===== config.mk =====
export PLATFORM = sky130hd
export DESIGN_NAME = uart_rx_irq
export DESIGN_NICKNAME = d
export VERILOG_FILES = /design/src/rtl/uart_pkg.sv /design/src/rtl/uart_sample_ctr.sv /design/src/rtl/uart_rx_irq.sv
export SDC_FILE = /design/constraint.sdc
export NUM_CORES = 1
export LEC_CHECK = 0
export ABC_AREA = 1
export CAP_MARGIN = 30
export CORE_UTILIZATION = 45
export DETAILED_ROUTE_END_ITERATION = 6
export PLACE_DENSITY = 0.73
export SLEW_MARGIN = 25
export SYNTH_ARGS = -nofsm -noshare
export SYNTH_HDL_FRONTEND = slang
export SYNTH_SLANG_ARGS = --single-unit
export TNS_END_PERCENT = 5

===== constraint.sdc =====
create_clock -name clk -period 1.25 [get_ports clk]
set_clock_uncertainty 0.05 [all_clocks]
set_input_delay 0.375 -clock clk [delete_from_list [all_inputs] [get_ports clk]]
set_output_delay 0.375 -clock clk [all_outputs]
set_load 0.005 [all_outputs]

===== src/rtl/uart_pkg.sv =====
// Shared definitions for the UART receive path: FSM state encoding, frame
// width and a counter-width helper.
package uart_pkg;

  localparam int DATA_BITS = 8;

  typedef enum logic [2:0] {
    IDLE,
    START,
    DATA,
    PARITY,
    STOP
  } state_t;

  // Ceiling log2 with a floor of one bit so a counter always has a width.
  function automatic int clog2(input int value);
    int result;
    int v;
    result = 0;
    v = value - 1;
    while (v > 0) begin
      result++;
      v = v >> 1;
    end
    return (result < 1) ? 1 : result;
  endfunction

endpackage


===== src/rtl/uart_sample_ctr.sv =====
// Line synchroniser, falling-edge detector and bit-timing counter for the
// UART receiver. The counter is held at zero while restart is high.
module uart_sample_ctr
  import uart_pkg::*;
#(
  parameter int CLKS_PER_BIT = 16,
  parameter int SYNC_STAGES  = 2
) (
  input  logic clk,
  input  logic rst,
  input  logic uart_in,
  input  logic restart,
  output logic line,
  output logic fall,
  output logic half_tick,
  output logic full_tick
);

  localparam int CW = clog2(CLKS_PER_BIT);

  logic [SYNC_STAGES-1:0] sync;
  logic                   prev;
  logic [CW-1:0]          cnt;

  // Sync flops reset to the idle level so leaving reset never looks like a start edge.
  always_ff @(posedge clk) begin
    if (rst) begin
      sync <= '1;
      prev <= 1'b1;
    end else begin
      sync <= {sync[SYNC_STAGES-2:0], uart_in};
      prev <= line;
    end
  end

  assign line = sync[SYNC_STAGES-1];
  assign fall = prev & ~line;

  always_ff @(posedge clk) begin
    if (rst) begin
      cnt <= '0;
    end else if (restart || full_tick) begin
      cnt <= '0;
    end else begin
      cnt <= cnt + 1'b1;
    end
  end

  assign half_tick = (cnt == CW'(CLKS_PER_BIT / 2 - 1));
  assign full_tick = (cnt == CW'(CLKS_PER_BIT - 1));

endmodule


===== src/rtl/uart_rx_irq.sv =====
// UART receive front-end with interrupt level, LED mirror and sticky flags.
// Define UART_RX_PARITY_EN for 8E1 framing with a parity_err output.
module uart_rx_irq
  import uart_pkg::*;
#(
  parameter int CLKS_PER_BIT = 16,
  parameter int SYNC_STAGES  = 2
) (
  input  logic       clk,
  input  logic       rst,
  input  logic       uart_in,
  input  logic       rd_en,
  output logic [7:0] rx_data,
  output logic       rx_valid,
  output logic       int0,
  output logic       overrun,
  output logic       frame_err,
  output logic [7:0] leds
`ifdef UART_RX_PARITY_EN
  ,
  output logic       parity_err
`endif
);

  state_t                 state, next_state;
  logic [DATA_BITS-1:0]   shreg;
  logic [2:0]             bit_idx;
  logic                   line, fall, half_tick, full_tick;
  logic                   restart, sample_bit, stop_ok, stop_bad, byte_done;
`ifdef UART_RX_PARITY_EN
  logic                   par_sample, par_bad, par_fail;
`endif

  uart_sample_ctr #(
    .CLKS_PER_BIT(CLKS_PER_BIT),
    .SYNC_STAGES (SYNC_STAGES)
  ) u_sample_ctr (
    .clk      (clk),
    .rst      (rst),
    .uart_in  (uart_in),
    .restart  (restart),
    .line     (line),
    .fall     (fall),
    .half_tick(half_tick),
    .full_tick(full_tick)
  );

  always_comb begin
    next_state = state;
    restart    = 1'b0;
    sample_bit = 1'b0;
    stop_ok    = 1'b0;
    stop_bad   = 1'b0;
`ifdef UART_RX_PARITY_EN
    par_sample = 1'b0;
`endif
    case (state)
      IDLE: begin
        restart = 1'b1;
        if (fall) next_state = START;
      end
      // Re-check the line at mid start bit so short glitches are dropped.
      START: begin
        if (half_tick) begin
          if (!line) begin
            next_state = DATA;
            restart    = 1'b1;
          end else begin
            next_state = IDLE;
          end
        end
      end
      DATA: begin
        if (full_tick) begin
          sample_bit = 1'b1;
          if (bit_idx == 3'(DATA_BITS - 1)) begin
`ifdef UART_RX_PARITY_EN
            next_state = PARITY;
`else
            next_state = STOP;
`endif
          end
        end
      end
`ifdef UART_RX_PARITY_EN
      PARITY: begin
        if (full_tick) begin
          par_sample = 1'b1;
          next_state = STOP;
        end
      end
`endif
      STOP: begin
        if (full_tick) begin
          next_state = IDLE;
          stop_ok    = line;
          stop_bad   = ~line;
        end
      end
      default: next_state = IDLE;
    endcase
  end

`ifdef UART_RX_PARITY_EN
  assign par_bad   = ^{shreg, line};
  assign byte_done = stop_ok & ~par_fail;
`else
  assign byte_done = stop_ok;
`endif

  always_ff @(posedge clk) begin
    if (rst) begin
      state   <= IDLE;
      shreg   <= '0;
      bit_idx <= '0;
    end else begin
      state <= next_state;
      if (state == START) bit_idx <= '0;
      if (sample_bit) begin
        shreg   <= {line, shreg[DATA_BITS-1:1]};
        bit_idx <= bit_idx + 3'd1;
      end
    end
  end

  // A completing byte takes priority over a same-cycle read, without flagging overrun.
  always_ff @(posedge clk) begin
    if (rst) begin
      rx_data   <= '0;
      rx_valid  <= 1'b0;
      overrun   <= 1'b0;
      frame_err <= 1'b0;
    end else begin
      if (rd_en) begin
        overrun   <= 1'b0;
        frame_err <= 1'b0;
        rx_valid  <= 1'b0;
      end
      if (byte_done) begin
        rx_data  <= shreg;
        rx_valid <= 1'b1;
        if (rx_valid && !rd_en) overrun <= 1'b1;
      end
      if (stop_bad) frame_err <= 1'b1;
    end
  end

`ifdef UART_RX_PARITY_EN
  always_ff @(posedge clk) begin
    if (rst) begin
      par_fail   <= 1'b0;
      parity_err <= 1'b0;
    end else begin
      if (state == START) par_fail <= 1'b0;
      if (rd_en) parity_err <= 1'b0;
      if (par_sample) begin
        par_fail <= par_bad;
        if (par_bad) parity_err <= 1'b1;
      end
    end
  end
`endif

  assign int0 = rx_valid;
  assign leds = rx_data;

endmodule

== Word level (Yosys, flattened, before mapping) ==
Cells that the tools add are included.

* Flip-flop bits (word level): 32
* Input bits: 4
* Word-level logic and storage cells: 58

* $add $sub $neg: 2
* Equal/unequal tests: 11
* Mux-type cells: 24
* Bitwise operators: 2
* Reductions and logical operators: 9

{| class="wikitable"
|+ Operators with widths
! kind !! number
|-
| $mux 3 || 7
|-
| $mux 1 || 14
|-
| $pmux 3 s4 || 1
|-
| $eq 3x3->1 const B || 2
|-
| $ne 2x2->1 const B || 3
|-
| $reduce_bool 2->1 || 3
|-
| $reduce_and 5->1 || 1
|-
| $add 4x1->4 const B || 1
|-
| $eq 4x3->1 const B || 1
|-
| $eq 4x4->1 const B || 1
|-
| $ne 2x1->1 const B || 2
|-
| $add 3x1->3 const B || 1
|-
| $eq 3x1->1 const B || 1
|-
| $eq 3x2->1 const B || 1
|-
| $logic_not 3->1 || 1
|-
| $mux 2 || 1
|-
| $pmux 1 s2 || 1
|-
| $reduce_or 2->1 || 1
|-
| $and 1x1->1 || 1
|-
| $logic_and 1x1->1 || 1
|-
| $logic_not 1->1 || 1
|-
| $logic_or 1x1->1 || 1
|-
| $not 1->1 || 1
|}

== Depth between registers and ports, before layout ==
Gate-level depths: netlist (run 1).

* Depth after elaboration: 5
* Depth in mapped cells: 9
* Depth with buffers taken out: 9

== Cells and area by module ==
Synthesis (run 1) repeated with hierarchy kept, for this count alone.

* Cells, all modules: 170
* Area total of the unflattened synthesis: 1351.3 sq um

{| class="wikitable"
|+ Modules (own cells, without submodules)
! module !! instances !! cells each !! area each (sq um) !! seq. area each (sq um)
|-
| uart_rx_irq || 1 || 140 || 1088.5 || 500.5
|-
| uart_sample_ctr || 1 || 30 || 262.8 || 140.1
|}

== Worst setup path before layout (run 1) ==
OpenSTA, ideal clock, no wires.

* Path kind: register -> register
* Start point: register u_sample_ctr.cnt[0]
* End point: register state[2]
* Library setup time: 115 ps
* Data arrival time: 1118 ps
* Required time: 1085 ps
* Setup slack: -33 ps
* Cell stages (with the launch flop): 9
* Path buffers: 0
* Path through: dfxtp_1 ha_1 nand3_4 nor2_1 nor2_1 nor2_2 nand3_1 nand2_1 nor2_1

* Longest elaborated chain between the ends: 3
* Elaborated cells on any way between the ends: 6

{| class="wikitable"
|+ RTL lines
! element !! RTL line !! RTL
|-
| start: declaration || uart_sample_ctr.sv:23 || <nowiki>logic [CW-1:0] cnt;</nowiki>
|-
| start signal: assignment || uart_sample_ctr.sv:45 || <nowiki>cnt <= cnt + 1'b1;</nowiki>
|-
| $eq 4x4->1 or $eq 4x3->1 (tied branches) || uart_sample_ctr.sv:50, uart_sample_ctr.sv:49 ||
|-
| $ne 2x1->1 (no line) or $ne 2x2->1 (tied branches) || - ||
|-
| $reduce_and 5->1 (no line) (*) || - ||
|-
| end signal: assignment || uart_rx_irq.sv:117 || <nowiki>state <= next_state;</nowiki>
|-
| end: declaration || uart_rx_irq.sv:25 || <nowiki>state_t state, next_state;</nowiki>
|}

Mark *: on every way between the ends. The rest lies on a longest branch, timed or not.
A chain may end at the register's enable or synchronous reset.

== Worst setup path in the final report (run 1) ==
* Start point: register rx_data[4], in the netlist leds[4]
* End point: output port rx_data[4]

{| class="wikitable"
|+ RTL lines
! element !! RTL line !! RTL
|-
| start: declaration || uart_rx_irq.sv:13 || <nowiki>output logic [7:0] rx_data,</nowiki>
|-
| start signal: assignment || uart_rx_irq.sv:140 || <nowiki>rx_data <= shreg;</nowiki>
|}

No word-level cell between the ends.

==> results of run 1 <==
==> layer usage <==
metal  up-vias  GRT usage  routed length [um]
met5         -          0                   0
met4         0     0.0801                  65
met3         8     0.0783                 157
met2        38      0.342                1520
met1       571      0.182                1100
li1        613          -                   -
==> cell usage after synthesis (2+ instances only) <==
master	n
nor2_1	40
dfxtp_1	32
o21ai_1	16
nand2_1	14
inv_1	12
a21oi_1	10
buf_4	9
nand3_1	6
ha_1	3
nor2_2	3
buf_6	2
inv_2	2
nor3_1	2
o21ai_0	2
or2_2	2
==> cells by family (layout without fill, tap and decap cells) <==
kind of cell | count (synthesis) | after routing
compound gates | 30 | 30
buf+inv | 28 | 76
fa+ha+maj | 3 | 3
flops | 32 | 32
simple gates | 71 | 71
xor+xnor | 1 | 1
==> registers in the layout, summed over array words and instances (netlist names) <==
register	flops
u_sample_ctr.cnt	4
bit_idx	3
overrun	1
leds	8
shreg	8
u_sample_ctr.sync	2
state	3
u_sample_ctr.prev	1
frame_err	1
int0	1
==> timing repair <==
action,CTS,global route
setup buffers,13,0
pin swaps,6,4
endpoints found under the hold margin,0,0
gates resized for setup,118,16
endpoints found under the setup margin,42,39
==> power groups by stage <==
stage	Combinational [mW]	Clock, mW	Sequential (mW)
6_report	0.360	0.605	1.12
3_5_place_dp	0.309	0	1.12
2_1_floorplan	0.201	0	1.11
5_1_grt	0.400	0.677	1.12
3_3_place_gp	0.291	0	1.11
4_1_cts	0.319	0.622	1.11
==> final cells by class <==
| cell class | count | area, um2 |
|---|---|---|
| inverter | 14 | 52.6 |
| multi-input combinational | 105 | 613 |
| fill | 233 | 903 |
| sequential | 32 | 664 |
| clock buffer | 8 | 58.8 |
| tap | 31 | 38.8 |
| timing repair buffer | 54 | 450 |
==> path summary, 6_finish.rpt <==
kind                                           to  slack (ps)
setup / recovery                       rx_data[4]         -60
hold / removal    u_sample_ctr.sync[1]$_SDFF_PP1_         370
setup reg to reg            state[2]$_SDFFE_PP0P_         -60
hold reg to reg   u_sample_ctr.sync[1]$_SDFF_PP1_         370
==> through the flow <==
| step | setup slack [ps] | util |
|---|---|---|
| finish | -64.6 | 0.675 |
| global route | -150 | 0.675 |
| CTS | -83.1 | 0.659 |
| detailed placement | -250 | 0.585 |
| global placement | -201 | 0.585 |
| floorplan | 8.35 | - |
==> flow_summary.json, run 1 <==
{
  "status": "complete, but fails checks",
  "violations": "negative setup slack",
  "crit_type": "flip-flop to output port",
  "syn_area_per_cell_um2": 8.03,
  "crit_buf_inv": 2,
  "path_depth": 2,
  "clk_pin_slew_worst_paths_ps": 100,
  "final-setup-viol-count": 21,
  "yosys.area_share.simple": 0.244,
  "slew_violations": 0,
  "synth_top_family_by_area": "simple AND/OR/NAND/NOR gates",
  "grt.overflow.total": 0,
  "routed_via_density": 5.04,
  "synth_cell_types": 25,
  "worstPathCellList": "buf_6 -> buf_6",
  "synthCells": 165,
  "max_stage_delay_ps": 340,
  "place_inst": 223,
  "route.detailed.drc": 0,
  "synth-seq-cells": 32,
  "cellLeakagePower_nw": 0.883,
  "synth_area_leaders": "dfxtp_1, nor2_1, o21ai_1",
  "synth_xor_area_frac": 0.00661,
  "dr.pass1.iters": 5,
  "p_int_mw": 1.51,
  "start_util": 0.476,
  "synthesis.area_mm2": 0.00133,
  "hpwlAfterDp_mm": 1.95,
  "yosys_warnings": 0,
  "wl_per_cell_um": 11.6,
  "grtUsageTotal": 0.187,
  "critPathTopFamily": "flip-flops",
  "nNetsFinal": 219,
  "crit_top_cell": "buf_6",
  "ff2ff_path_depth": 8,
  "gp_congestion": 0.808,
  "layout-drive-gt1-share": 0.484,
  "vias": 1230,
  "rsz0062_at_grt": "yes",
  "final_cell_mix": "nor2_1, buf_4, buf_6",
  "drtAntennaViolNets": 0,
  "power-per-cell-area_mw_per_mm2": 1110,
  "final.setup.worst_slack_ps": -64.6,
  "wl_mm": 2.84,
  "drt-initial-drc-count": 32,
  "grt_max_degree": 10,
  "stdcell_area_mm2": 0.00188,
  "hold_buffers": 0,
  "cp-start-kind": "flip-flop",
  "switching_share": 0.275,
  "pwr-share-clk": 0.291,
  "required_ps": 830,
  "synth_edf_count": 0,
  "min_period_ps": 1310,
  "critPathLaunch": "leds[4]$_SDFFE_PP0P_",
  "pwr-share-comb": 0.173,
  "rows": 19,
  "die_x_um": 56.3,
  "htreeDepth": 2,
  "p_total_mw": 2.08,
  "reg2reg_from": "u_sample_ctr.cnt[0]$_SDFF_PP0_",
  "instances_no_fill": 244,
  "clk_latency_ps": 340,
  "worst_pin_slew_ps": 260,
  "min_path_cells": 1,
  "cts.sinks": 32,
  "cp-end-kind": "output port",
  "slowest_stage": "dfxtp_2",
  "cts_tree": "yes",
  "die_h_um": 56.3,
  "arrival_ps": 890,
  "cts_buffers": 5,
  "cts_buffer_depth": 2,
  "core_area_mm2": 0.00278,
  "io_buffer_count": 23,
  "hold_class": "flip-flop to flip-flop",
  "grt_pass1_vias": 1103,
  "p_seq_frac": 0.536,
  "slew_headroom": 0.826,
  "max_freq_mhz": 761,
  "synth_flop_cell": "dfxtp_1",
  "period_share": 1.05,
  "layout_commonest_cell": "nor2_1",
  "worstPathMaxFanout": 2,
  "synth-compound-area-share": 0.120,
  "post-synth-top-area-fraction": 0.483,
  "antenna_found_initial": 0,
  "hold_start": "u_sample_ctr.sync[0]$_SDFF_PP1_",
  "finalHoldViolations": 0,
  "yosysSeqAreaShare": 0.483,
  "maxCapViolations": 0,
  "timing.hold.ws_ps": 373,
  "dieArea_mm2": 0.00317,
  "tns_ps": -750,
  "synthAdderAreaFrac": 0.0283,
  "p_switching_mw": 0.573,
  "antenna_cells": 0,
  "ios": 24,
  "synth_top_cell_by_area": "dfxtp_1",
  "syn2layout_area_growth_pct": 41.7,
  "async_flop_share": 0,
  "grt_pass1_wl_mm": 4.44,
  "ir_worst_vdd_v": 0.00104,
  "post_synth_mux_area_share": 0,
  "cts_root_buffer": "clkbuf_4",
  "post_dp_cell_area_mm2": 0.00163,
  "syn_nets": 172
}
Power figures use the tool's default switching activity.
==> inputs of run 2 (changes only) <==
CORE_MARGIN = 2   (was default)
==> run 2 against run 1 <==
Maximum frequency decreased by 7.5%. Combinational power increased by 12%. First-iteration DRC count increased by 19%. Clock-buffer cell count unchanged. Worst hold slack improved by 3.3 ps. Cell count increased by 1.2%. Routed wire length increased by 22%. Power increased by 2.1%. The run still ends with negative setup slack left. Sequential share of layout area decreased by 0.45 points. Sequential cell count unchanged. Register-to-register slack got worse by 110 ps. Critical path depth increased by 4.
==> flow_summary.json, run 2 (synthesis results as in run 1) <==
{
  "layout_commonest_cell": "nor2_1",
  "clk_latency_ps": 330,
  "pre_cts_ws_ps": -245,
  "tns_ps": -2220,
  "cts_tree": "yes",
  "multi_input_area_um2": 633,
  "die_x_um": 58.3,
  "cts_root_buffer": "clkbuf_4",
  "drtAntennaViolNets": 0,
  "core_area_mm2": 0.00278,
  "slew_violations": 0,
  "worstPathMaxFanout": 6,
  "power-per-cell-area_mw_per_mm2": 1110,
  "antenna_cells": 0,
  "fill_cells": 220,
  "final.setup.worst_slack_ps": -170,
  "ios": 24,
  "crit_type": "flip-flop to flip-flop",
  "dr_wl_met3_um": 182,
  "grt.overflow.total": 0,
  "utilization": 0.685,
  "worst_pin_slew_ps": 310,
  "ff_latch_area_um2": 666,
  "p_total_mw": 2.12,
  "htreeDepth": 2,
  "nNetsFinal": 222,
  "hold_class": "flip-flop to flip-flop",
  "final-setup-viol-count": 28,
  "status": "complete, but fails checks",
  "maxCapViolations": 0,
  "rows": 19,
  "clk_pin_slew_worst_paths_ps": 90,
  "route.detailed.drc": 0,
  "cp-end-kind": "flip-flop",
  "finalHoldViolations": 0,
  "antenna_found_initial": 0,
  "rsz0062_at_grt": "yes",
  "start_util": 0.476,
  "slew_headroom": 0.791,
  "gp_congestion": 0.824,
  "cp-start-kind": "flip-flop",
  "wl_mm": 3.47,
  "layout-drive-gt1-share": 0.523,
  "die_h_um": 58.3,
  "period_share": 1.14,
  "hpwlAfterDp_mm": 2.11,
  "syn2layout_area_growth_pct": 43.8,
  "dr.pass1.iters": 4,
  "cts_buffers": 5,
  "vias": 1285,
  "io_buffer_count": 23,
  "violations": "negative setup slack",
  "route.met2.wl_mm": 1.91,
  "post_dp_cell_area_mm2": 0.00165,
  "grt_pass1_vias": 1270,
  "grtUsageTotal": 0.212,
  "min_period_ps": 1420,
  "max_freq_mhz": 704,
  "stdcell_area_mm2": 0.00191,
  "top_layer": "met4",
  "required_ps": 1470,
  "wl_per_cell_um": 14.0,
  "cts_buffer_depth": 2,
  "routed_via_density": 5.20,
  "final_cell_mix": "nor2_1, buf_4, dfxtp_2",
  "arrival_ps": 1640,
  "grt_pass1_wl_mm": 5.43,
  "drt-initial-drc-count": 38,
  "ir_worst_vdd_v": 0.000928,
  "dieArea_mm2": 0.00339,
  "wl_met1_mm": 1.31,
  "cellLeakagePower_nw": 0.895,
  "grt_max_degree": 10,
  "cts.sinks": 32
}
==> run 2: cell count changes in the layout (fill, tap and decap cells not counted), moves of 2 or more <==
cell,previous run,this run
a21oi_1,9,5
buf_4,21,24
a21oi_2,2,6
nor2_1,37,35
buf_2,11,14
buf_6,18,15
==> run 2: path summary, 6_finish.rpt <==
check                                   from                               to  slack, ps  cells after the start
max           u_sample_ctr.cnt[1]$_SDFF_PP0_          bit_idx[2]$_SDFFE_PP0P_       -170                      6
min          u_sample_ctr.sync[0]$_SDFF_PP1_  u_sample_ctr.sync[1]$_SDFF_PP1_        380                      1
max reg2reg   u_sample_ctr.cnt[1]$_SDFF_PP0_          bit_idx[2]$_SDFFE_PP0P_       -170                      6
min reg2reg  u_sample_ctr.sync[0]$_SDFF_PP1_  u_sample_ctr.sync[1]$_SDFF_PP1_        380                      1
==> run 2: area by class of cell <==
cell class | count | area share
tap | 31 | 0.0204
timing repair buffer | 57 | 0.238
multi-input combinational | 105 | 0.332
sequential | 32 | 0.349
clock buffer | 8 | 0.0309
inverter | 14 | 0.0289
==> run 2: repair_timing <==
item | CTS | global route
pin swaps | 10 | 8
gates resized for setup | 122 | 21
buffers inserted | 12 | 2
hold buffers | 0 | 0
endpoints found under the setup margin | 44 | 36
==> run 2: where the power goes <==
group | leakage, nW | switching (mW) | internal, mW | total [mW]
Combinational | 0.595 | 0.224 | 0.180 | 0.404
Clock | 0.0326 | 0.327 | 0.277 | 0.604
Sequential | 0.268 | 0.0461 | 1.07 | 1.12
==> run 2: metrics by stage <==
step	instances	hold WS [ps]
after floorplan	165	339
after global placement	226	352
after detailed placement	226	353
after CTS	246	380
after global routing	247	418
final	247	377
==> run 2: worst max-delay path, stage by stage, from the launching register on <==
cell and delay (ps):
dfxtp_2 370, ha_4 150, nand3_4 150, nor2_4 280, buf_6 150, nand2_1 80, a21oi_2 120
==> run 2: metal layers <==
| layer | up-vias | global-route usage |
|---|---|---|
| met4 | 0 | 0.0897 |
| met1 | 605 | 0.218 |
| met5 | - | 0 |
| li1 | 619 | - |
| met3 | 7 | 0.0536 |
| met2 | 54 | 0.398 |
